File: config.mk
export PLATFORM = sky130hd
export DESIGN_NAME = cpu_run_controller
export DESIGN_NICKNAME = d
export VERILOG_FILES = /design/src/rtl/cpu_run_controller.sv
export SDC_FILE = /design/constraint.sdc
export NUM_CORES = 1
export LEC_CHECK = 0
export ABC_AREA = 1
export CORE_MARGIN = 8
export CORE_UTILIZATION = 45
export CTS_CLUSTER_DIAMETER = 200
export CTS_CLUSTER_SIZE = 20
export DETAILED_ROUTE_END_ITERATION = 12
export GPL_TIMING_DRIVEN = 0
export PLACE_DENSITY = 0.73
export SKIP_LAST_GASP = 1
export SYNTH_ARGS = -nofsm -noshare
export SYNTH_HDL_FRONTEND = slang
export SYNTH_SLANG_ARGS = --single-unit
File: constraint.sdc
create_clock -name clk -period 4.9 [get_ports clk]
set_input_delay 0.49 -clock clk [delete_from_list [all_inputs] [get_ports clk]]
set_output_delay 0.49 -clock clk [all_outputs]
set_load 0.05 [all_outputs]
File: src/rtl/cpu_run_controller.sv
// -----------------------------------------------------------------------------
// cpu_run_controller
//   Boot/run sequencer for the pipelined RISC-V core. It streams a program
//   byte-wise into the 8-bit program memory over a valid/ready port and keeps
//   the core (PC + pipeline) in reset while loading. Afterwards it runs, halts
//   or single-steps the core on host commands, and counts enabled core cycles.
//
// Parameters
//   ADD_WIDTH   program memory byte-address width (DEPTH = 2**ADD_WIDTH bytes)
//   CNT_WIDTH   width of cycle_count
//
// Ports
//   clk          in   rising-edge system clock
//   rst          in   asynchronous reset, active-low
//   load_start   in   pulse: start loading load_len bytes from address 0
//   load_len     in   byte count (0 ignored, larger than DEPTH clamped to DEPTH)
//   load_data    in   program byte
//   load_valid   in   load_data valid
//   load_ready   out  a byte is accepted this cycle if load_valid is high
//   run_cmd      in   free-run the core
//   halt_cmd     in   freeze the core
//   step_cmd     in   advance the core by exactly one clock
//   mem_wen      out  program memory write enable
//   mem_wadd     out  program memory write address
//   mem_wdata    out  program memory write data
//   cpu_hold     out  1 = keep core in reset
//   cpu_en       out  core clock enable
//   state        out  IDLE=0 LOAD=1 READY=2 RUN=3 STEP=4 HALT=5
//   cycle_count  out  saturating count of cpu_en cycles since the last load
// -----------------------------------------------------------------------------
module cpu_run_controller #(
    parameter int ADD_WIDTH = 8,
    parameter int CNT_WIDTH = 32
) (
    input  logic                 clk,
    input  logic                 rst,
    input  logic                 load_start,
    input  logic [ADD_WIDTH:0]   load_len,
    input  logic [7:0]           load_data,
    input  logic                 load_valid,
    output logic                 load_ready,
    input  logic                 run_cmd,
    input  logic                 halt_cmd,
    input  logic                 step_cmd,
    output logic                 mem_wen,
    output logic [ADD_WIDTH-1:0] mem_wadd,
    output logic [7:0]           mem_wdata,
    output logic                 cpu_hold,
    output logic                 cpu_en,
    output logic [2:0]           state,
    output logic [CNT_WIDTH-1:0] cycle_count
);

    localparam logic [2:0] ST_IDLE  = 3'd0;
    localparam logic [2:0] ST_LOAD  = 3'd1;
    localparam logic [2:0] ST_READY = 3'd2;
    localparam logic [2:0] ST_RUN   = 3'd3;
    localparam logic [2:0] ST_STEP  = 3'd4;
    localparam logic [2:0] ST_HALT  = 3'd5;

    localparam logic [ADD_WIDTH:0]   DEPTH_C   = {1'b1, {ADD_WIDTH{1'b0}}};
    localparam logic [ADD_WIDTH:0]   LEN_ONE_C = (ADD_WIDTH+1)'(1);
    localparam logic [ADD_WIDTH-1:0] ADDR_ONE_C = ADD_WIDTH'(1);
    localparam logic [CNT_WIDTH-1:0] CNT_ONE_C = CNT_WIDTH'(1);
    localparam logic [CNT_WIDTH-1:0] CNT_MAX_C = {CNT_WIDTH{1'b1}};

    logic [2:0]           state_r;
    logic [2:0]           next_state_s;
    logic                 load_entry_s;
    logic                 load_go_s;
    logic                 accept_s;
    logic [ADD_WIDTH:0]   len_clamped_s;
    logic [ADD_WIDTH-1:0] addr_r;
    logic [ADD_WIDTH:0]   remaining_r;
    logic                 load_ready_r;
    logic                 mem_wen_r;
    logic [ADD_WIDTH-1:0] mem_wadd_r;
    logic [7:0]           mem_wdata_r;
    logic                 cpu_hold_r;
    logic                 cpu_en_r;
    logic [CNT_WIDTH-1:0] cycle_count_r;

    // A zero-length load request counts as no request at all.
    assign load_go_s     = load_start && (load_len != {(ADD_WIDTH+1){1'b0}});
    assign len_clamped_s = (load_len > DEPTH_C) ? DEPTH_C : load_len;
    assign accept_s      = (state_r == ST_LOAD) && load_ready_r && load_valid;

    // Next-state decode; commands a state does not listen to never mask lower-priority ones.
    always_comb begin
        next_state_s = state_r;
        load_entry_s = 1'b0;
        case (state_r)
            ST_IDLE, ST_READY, ST_HALT: begin
                if (load_go_s) begin
                    next_state_s = ST_LOAD;
                    load_entry_s = 1'b1;
                end else if (step_cmd) begin
                    next_state_s = ST_STEP;
                end else if (run_cmd) begin
                    next_state_s = ST_RUN;
                end else begin
                    next_state_s = state_r;
                end
            end
            ST_LOAD: begin
                // Leave on the edge that accepts the final byte.
                if (accept_s && (remaining_r == LEN_ONE_C)) begin
                    next_state_s = ST_READY;
                end else begin
                    next_state_s = ST_LOAD;
                end
            end
            ST_RUN: begin
                if (halt_cmd) begin
                    next_state_s = ST_HALT;
                end else if (load_go_s) begin
                    next_state_s = ST_LOAD;
                    load_entry_s = 1'b1;
                end else begin
                    next_state_s = ST_RUN;
                end
            end
            ST_STEP: begin
                next_state_s = ST_HALT;
            end
            default: begin
                next_state_s = ST_IDLE;
            end
        endcase
    end

    // State register.
    always_ff @(posedge clk or negedge rst) begin
        if (!rst) begin
            state_r <= ST_IDLE;
        end else begin
            state_r <= next_state_s;
        end
    end

    // Core control outputs, registered from the next state so they align with state.
    always_ff @(posedge clk or negedge rst) begin
        if (!rst) begin
            cpu_hold_r   <= 1'b1;
            cpu_en_r     <= 1'b0;
            load_ready_r <= 1'b0;
        end else begin
            cpu_hold_r   <= (next_state_s == ST_IDLE) || (next_state_s == ST_LOAD) ||
                            (next_state_s == ST_READY);
            cpu_en_r     <= (next_state_s == ST_RUN) || (next_state_s == ST_STEP);
            load_ready_r <= (next_state_s == ST_LOAD);
        end
    end

    // Load datapath: address/remaining counters and the one-cycle-delayed write port.
    always_ff @(posedge clk or negedge rst) begin
        if (!rst) begin
            addr_r      <= {ADD_WIDTH{1'b0}};
            remaining_r <= {(ADD_WIDTH+1){1'b0}};
            mem_wen_r   <= 1'b0;
            mem_wadd_r  <= {ADD_WIDTH{1'b0}};
            mem_wdata_r <= 8'h00;
        end else begin
            if (load_entry_s) begin
                addr_r      <= {ADD_WIDTH{1'b0}};
                remaining_r <= len_clamped_s;
            end else if (accept_s) begin
                // Natural overflow provides the wrap at DEPTH.
                addr_r      <= addr_r + ADDR_ONE_C;
                remaining_r <= remaining_r - LEN_ONE_C;
            end else begin
                addr_r      <= addr_r;
                remaining_r <= remaining_r;
            end
            mem_wen_r <= accept_s;
            if (accept_s) begin
                mem_wadd_r  <= addr_r;
                mem_wdata_r <= load_data;
            end else begin
                mem_wadd_r  <= mem_wadd_r;
                mem_wdata_r <= mem_wdata_r;
            end
        end
    end

    // Saturating enabled-cycle counter; a new load wins over the increment.
    always_ff @(posedge clk or negedge rst) begin
        if (!rst) begin
            cycle_count_r <= {CNT_WIDTH{1'b0}};
        end else if (load_entry_s) begin
            cycle_count_r <= {CNT_WIDTH{1'b0}};
        end else if (cpu_en_r && (cycle_count_r != CNT_MAX_C)) begin
            cycle_count_r <= cycle_count_r + CNT_ONE_C;
        end else begin
            cycle_count_r <= cycle_count_r;
        end
    end

    assign state       = state_r;
    assign load_ready  = load_ready_r;
    assign mem_wen     = mem_wen_r;
    assign mem_wadd    = mem_wadd_r;
    assign mem_wdata   = mem_wdata_r;
    assign cpu_hold    = cpu_hold_r;
    assign cpu_en      = cpu_en_r;
    assign cycle_count = cycle_count_r;

endmodule
==> metrics.cfg, run 1 <==
[timing]
clock_skew_ns = 0.0143
setup_viol = 0
fmax_mhz = 450
rsz0062_at_grt = no
fin_setup_tns_ns = 0
max_slew_margin_pct = 63.2
hold_viol = 0
period_share_pct = 45.3
worstMarginPinSlew_ns = 0.551
layout_min_cycle_time_ns = 2.22
slew_viol_final = 0

[power]
power.density_nw_per_um2 = 461
power_mw = 2.48
irDropWorstVdd_mv = 0.265
power_leakage_nw = 2.47

[status]
outcome = complete, no violations

[place]
port_buffers = 78
routabilityCongestion = 0.926
place_hpwl_um = 8940

[logic_synthesis]
syn-cell-area_um2 = 4230
yosysSeqAreaShare_pct = 42.6
ys_async_sr_fraction_pct = 100
post_synth.cell_area_avg_um2 = 7.14
synth-edff-count = 0
yosys_warnings = 0
synthDistinctLibCells = 31
ys_seq_elements = 72
synth.net_count = 620
synth_cells = 592
synth_top_flop_cell = dfrtp_1

[clocking]
cts.path.max_buffers = 2
clk_pin_slew_ns = 0.09
h-tree-depth = 3
cts_tree = yes
cts_buffers = 9
ctsHoldBuffers = 0
cts-root-buf = clkbuf_8
cts.sinks = 72
post_cts_buffers = 0
cts_resized = 0
clock_latency_ns = 0.35

[routing]
vias_per_cell = 5.13
wirelength_um = 11700
dr.pass1.iters = 4
drc = 0
drtIter0Drc = 236
ant_nets = 0
dr_total_vias = 4090
wl_per_cell_um = 14.6

[layout]
layout.nets = 710
multi_input_area_um2 = 2130
diodes = 0
layout-drive-gt1-share_pct = 7.42
syn_to_final_growth_pct = 27.1
register_area_um2 = 1800
fillCellCount = 909

[global_routing]
grt_usage_pct = 18.9
grt_overflow = 0
grt_pass1_vias = 4030
grt_pass1_wl_um = 19600
grt_antenna_before_repair = 0
grt_max_degree = 55

[critical_path]
crit_path_end_kind = output pin
path_buf_inv = 1
critPathTopFamily = buffers and inverters
cp-start-kind = flip-flop
crit_fanout = 8
arrival_ns = 1.73
slowest_stage = clkdlybuf4s50_1
critPathKind = flip-flop to output pin
required_ns = 4.41
max_stage_delay_ns = 0.87
path_cells = clkdlybuf4s50_1

[run]
maxCapViolCount = 0

[floorplanning]
core_um2 = 9200
die_y_um = 113
num_rows = 35
die_area_um2 = 12800
die_w_um = 113
io_pins = 79
start_util_pct = 46.0

[worst_hold_path]
hp-class = primary input to asynchronous set/reset pin

==> power breakdown <==
part / internal [mW] / switching [mW]
combinational: 0.376 / 0.777
sequential: 0.719 / 0.113
clock: 0.239 / 0.252
==> stage by stage <==
stage          setup slack, ns  area (um^2)  instances  util (%)  hold slack, ns
3_5_place_dp              2.53         5170        782      56.3           0.400
4_1_cts                   2.66         5380        798      58.5          0.0167
2_1_floorplan             2.85         4230        592         -           0.194
5_1_grt                   2.61         5380        798      58.5          0.0216
6_report                  2.68         5380        798      58.5          0.0164
3_3_place_gp             0.750         5150        781      56.0           0.455
==> cell type report <==
class                   instances  share of cell area, %
flip-flops and latches         72                   33.5
multi-input cells             454                   39.7
plain buffers                  13                   1.68
inverters                      53                   3.79
clock buffers                   9                   2.30
repair buffers                 79                   15.0
clock inverters                 7                   1.47
well taps                     111                   2.58
==> synthesized netlist by cell type, types with 2 or more instances <==
master / number / share of area, %
nand2_2: 9 / 1.3
o21ai_0: 16 / 1.9
a21oi_1: 9 / 1.1
xnor2_1: 7 / 1.4
nor2_1: 86 / 7.6
nand3b_1: 8 / 1.4
nor3_1: 8 / 0.95
inv_1: 50 / 4.4
clkbuf_1: 4 / 0.35
dfrtp_1: 71 / 42
o211ai_1: 4 / 0.71
ha_1: 4 / 1.2
or2_2: 2 / 0.30
nand3_1: 36 / 4.3
buf_2: 5 / 0.59
nand4_1: 20 / 3.0
nand2_1: 220 / 20
nand2_4: 3 / 0.80
xor2_1: 13 / 2.7
buf_4: 2 / 0.35
nor2_4: 5 / 1.3
==> cells in the final DEF (no fill, tap or decap), types with 2 or more instances in the layout <==
| cell | n |
|---|---|
| a21oi_1 | 9 |
| buf_2 | 5 |
| buf_4 | 3 |
| clkbuf_1 | 4 |
| clkbuf_8 | 9 |
| clkdlybuf4s50_1 | 77 |
| clkinvlp_4 | 3 |
| dfrtp_1 | 71 |
| ha_1 | 4 |
| inv_1 | 50 |
| inv_6 | 3 |
| nand2_1 | 220 |
| nand2_2 | 9 |
| nand2_4 | 3 |
| nand3_1 | 36 |
| nand3b_1 | 8 |
| nand4_1 | 20 |
| nor2_1 | 86 |
| nor2_4 | 5 |
| nor3_1 | 8 |
| o211ai_1 | 4 |
| o21ai_0 | 16 |
| or2_2 | 2 |
| xnor2_1 | 7 |
| xor2_1 | 13 |
==> cells by family (layout without fill, tap and decap cells) <==
logic type | after synthesis | count (layout) | synth area share [%]
buf+inv | 66 | 161 | 6.95
fa+ha+maj | 4 | 4 | 1.18
compound gates | 31 | 31 | 4.02
xor+xnor | 20 | 20 | 4.14
simple gates | 399 | 399 | 41.1
flops | 72 | 72 | 42.6
==> path summary, 6_finish.rpt <==
path | start | end | slack (ns) | depth (start not counted)
min reg2reg | mem_wdata[2] | mem_wdata[2] | 0.48 | 2
max reg2reg | cycle_count[0] | cycle_count[9] | 2.87 | 11
max in group asynchronous | rst | cpu_hold | 4.27 | 2
min | rst | cycle_count[1] | 0.02 | 1
min in group clk | mem_wdata[2] | mem_wdata[2] | 0.48 | 2
max | cycle_count[23] | cycle_count[23] | 2.68 | 1
==> routing by layer <==
layer / routed length [um] / global-route usage [%] / share of wire [%] / up-vias
met5: 0 / 0 / 0 / -
met4: 127 / 4.71 / 1.1 / 0
met3: 622 / 4.37 / 5.3 / 12
met2: 5830 / 32.9 / 50 / 102
met1: 5100 / 23.2 / 44 / 1931
li1: - / - / - / 2045
==> sequential cells by signal (all words and copies together), names as in the netlist <==
name,count
cycle_count,32
remaining_r,9
addr_r,8
mem_wadd,8
mem_wdata,8
state,3
cpu_en,1
cpu_hold,1
load_ready,1
mem_wen,1
(Power assumes the default switching activity.)
==> run 2: changes to the inputs <==
==> constraint.sdc (replaced) <==
create_clock -name clk -period 2.3 [get_ports clk]
set_input_delay 0.23 -clock clk [delete_from_list [all_inputs] [get_ports clk]]
set_output_delay 0.23 -clock clk [all_outputs]
set_load 0.05 [all_outputs]
==> run 2 against run 1 <==
Compared with the run above:
- clock power rose by 110%
- count of clock-buffer cells in the layout did not move
- hold slack improved by 0.28 ns
- largest cell class unchanged
==> metrics.cfg, run 2 (synthesis results as in run 1) <==
[status]
outcome = complete, no violations

[clocking]
cts_tree = yes
cts_buffers = 9  ; unchanged
cts-root-buf = clkbuf_8
h-tree-depth = 3  ; unchanged
clk_pin_slew_ns = 0.09  ; about the same
ctsHoldBuffers = 1  ; +1
clock_latency_ns = 0.35  ; about the same
cts.path.max_buffers = 2  ; unchanged
cts_resized = 0  ; unchanged
post_cts_buffers = 0  ; unchanged
cts.sinks = 72  ; unchanged

[layout]
final_cell_area_um2 = 5390  ; +0.19%
layout.nets = 711  ; +0.14%
syn_to_final_growth_pct = 27.4
diodes = 0  ; unchanged
largest_reg_flops = 32  ; unchanged
layout_commonest_cell = nand2_1
multi_input_area_um2 = 2130  ; unchanged
register_area_um2 = 1800  ; unchanged
layout-drive-gt1-share_pct = 7.41  ; -0.011 points
fillCellCount = 908  ; -0.11%
final_cell_mix = 220 x nand2_1, 86 x nor2_1, 77 x clkdlybuf4s50_1

[timing]
max_slew_margin_pct = 63.4  ; +0.11 points
timing.final.ws_setup_ns = 0.262  ; -2.42 ns
setup_viol = 0  ; unchanged
layout_min_cycle_time_ns = 2.04
clock_skew_ns = 0.0125  ; -0.00177 ns
fmax_mhz = 491
rsz0062_at_grt = no
hold_viol = 0  ; unchanged
worstMarginPinSlew_ns = 0.550  ; -0.00171 ns
period_share_pct = 88.6
slew_viol_final = 0  ; unchanged

[global_routing]
grt_usage_pct = 19.0  ; about the same
grt_pass1_vias = 4037  ; +0.17%
grt_pass1_wl_um = 19600  ; about the same
grt_antenna_before_repair = 0  ; unchanged
grt_overflow = 0  ; unchanged
grt_max_degree = 55  ; unchanged

[place]
pre_cts_ws_ns = 0.186  ; -2.34 ns
routabilityCongestion = 0.926  ; unchanged
port_buffers = 78  ; unchanged
placed_cell_area_um2 = 5170  ; unchanged
place_hpwl_um = 8940  ; unchanged

[floorplanning]
io_pins = 79  ; unchanged
core_um2 = 9200  ; unchanged
die_area_um2 = 12800  ; unchanged
num_rows = 35  ; unchanged
die_w_um = 113  ; unchanged
start_util_pct = 46.0  ; unchanged
die_y_um = 113  ; unchanged

[critical_path]
crit_fanout = 10  ; +2
slowest_stage = dfrtp_1
path_cells = ha_1 -> inv_1 -> nor2_4 -> nand2_4 -> nor2_4 -> nand2_2 -> nand2_4 -> inv_2 -> buf_2 -> nand3b_1 -> nand2_1
arrival_ns = 2.29  ; +0.56 ns
cp-start-kind = flip-flop
crit_path_end_kind = flip-flop
required_ns = 2.55  ; -1.86 ns
max_stage_delay_ns = 0.47  ; -0.40 ns
critPathKind = flip-flop to flip-flop
critPathTopFamily = simple AND/OR/NAND/NOR gates
path_buf_inv = 3  ; +2

[run]
maxCapViolCount = 0  ; unchanged

[power]
pwr-share-seq_pct = 33.6  ; about the same
power_leakage_nw = 2.48  ; +0.17%
sw_frac_of_total_pct = 46.1  ; about the same
internal_power_mw = 2.84  ; +110%
irDropWorstVdd_mv = 0.564  ; +110%
p_clk_share_pct = 19.8  ; about the same
switchingPower_mw = 2.44  ; +110%
power.density_nw_per_um2 = 980  ; +110%
combPwrFrac_pct = 46.6  ; about the same

[routing]
wirelength_um = 11700  ; -0.15%
drc = 0  ; unchanged
dr_total_vias = 4078  ; -0.29%
ant_nets = 0  ; unchanged
wl_per_cell_um = 14.6  ; -0.28%
drtIter0Drc = 266  ; +13%
vias_per_cell = 5.10  ; -0.42%
dr.pass1.iters = 4  ; unchanged

[worst_hold_path]
hp-class = primary input to asynchronous set/reset pin

-- run 2: cell count changes in the layout (fill, tap and decap cells not counted), sizes merged --
cell / delta
dlygate4sd3: +1
-- run 2: metal layers --
metal  global-route usage [%]  wire length [um]  up-vias
li1                         -                 -     2046
met2                     32.9              5800       92
met3                     4.37               536       20
met4                     4.71               159        0
met5                        0                 0        -
met1                     23.2              5160     1920
-- run 2: per-stage QoR --
stage	power, mW	hold slack, ns	setup TNS, ns	std cells	utilization, %
finish	5.28	0.297	0	799	58.6
global route	5.62	0.324	0	799	58.6
CTS	5.32	0.299	0	799	58.6
detailed placement	4.26	0.140	0	782	56.3
global placement	4.21	0.455	-113.23	781	56.0
floorplan	3.46	-0.0656	0	592	-
-- run 2: layout make-up --
type,instances,share of cell area [%]
Buffer,13,1.67
Clock buffer,9,2.30
Multi-Input combinational cell,454,39.6
Tap cell,111,2.58
Inverter,53,3.79
Sequential cell,72,33.5
Clock inverter,7,1.46
Timing Repair Buffer,80,15.1
-- run 2: path summary, 6_finish.rpt --
path / from / endpoint / slack, ns / depth (start not counted)
max reg2reg: cycle_count[0] / cycle_count[9] / 0.26 / 11
min: rst / cycle_count[1] / 0.30 / 2
min in group clk: load_data[3] / mem_wdata[3] / 0.41 / 3
min reg2reg: mem_wdata[2] / mem_wdata[2] / 0.48 / 2
max in group asynchronous: rst / cpu_hold / 1.39 / 3
max: cycle_count[0] / cycle_count[9] / 0.26 / 11
-- run 2: power by group through the flow --
stage / Clock, mW / Sequential (mW) / Combinational (mW)
CTS: 1.07 / 1.77 / 2.47
floorplan: 0 / 2.32 / 1.14
global placement: 0 / 1.79 / 2.42
global route: 1.12 / 1.81 / 2.69
finish: 1.05 / 1.77 / 2.46
detailed placement: 0 / 1.79 / 2.47
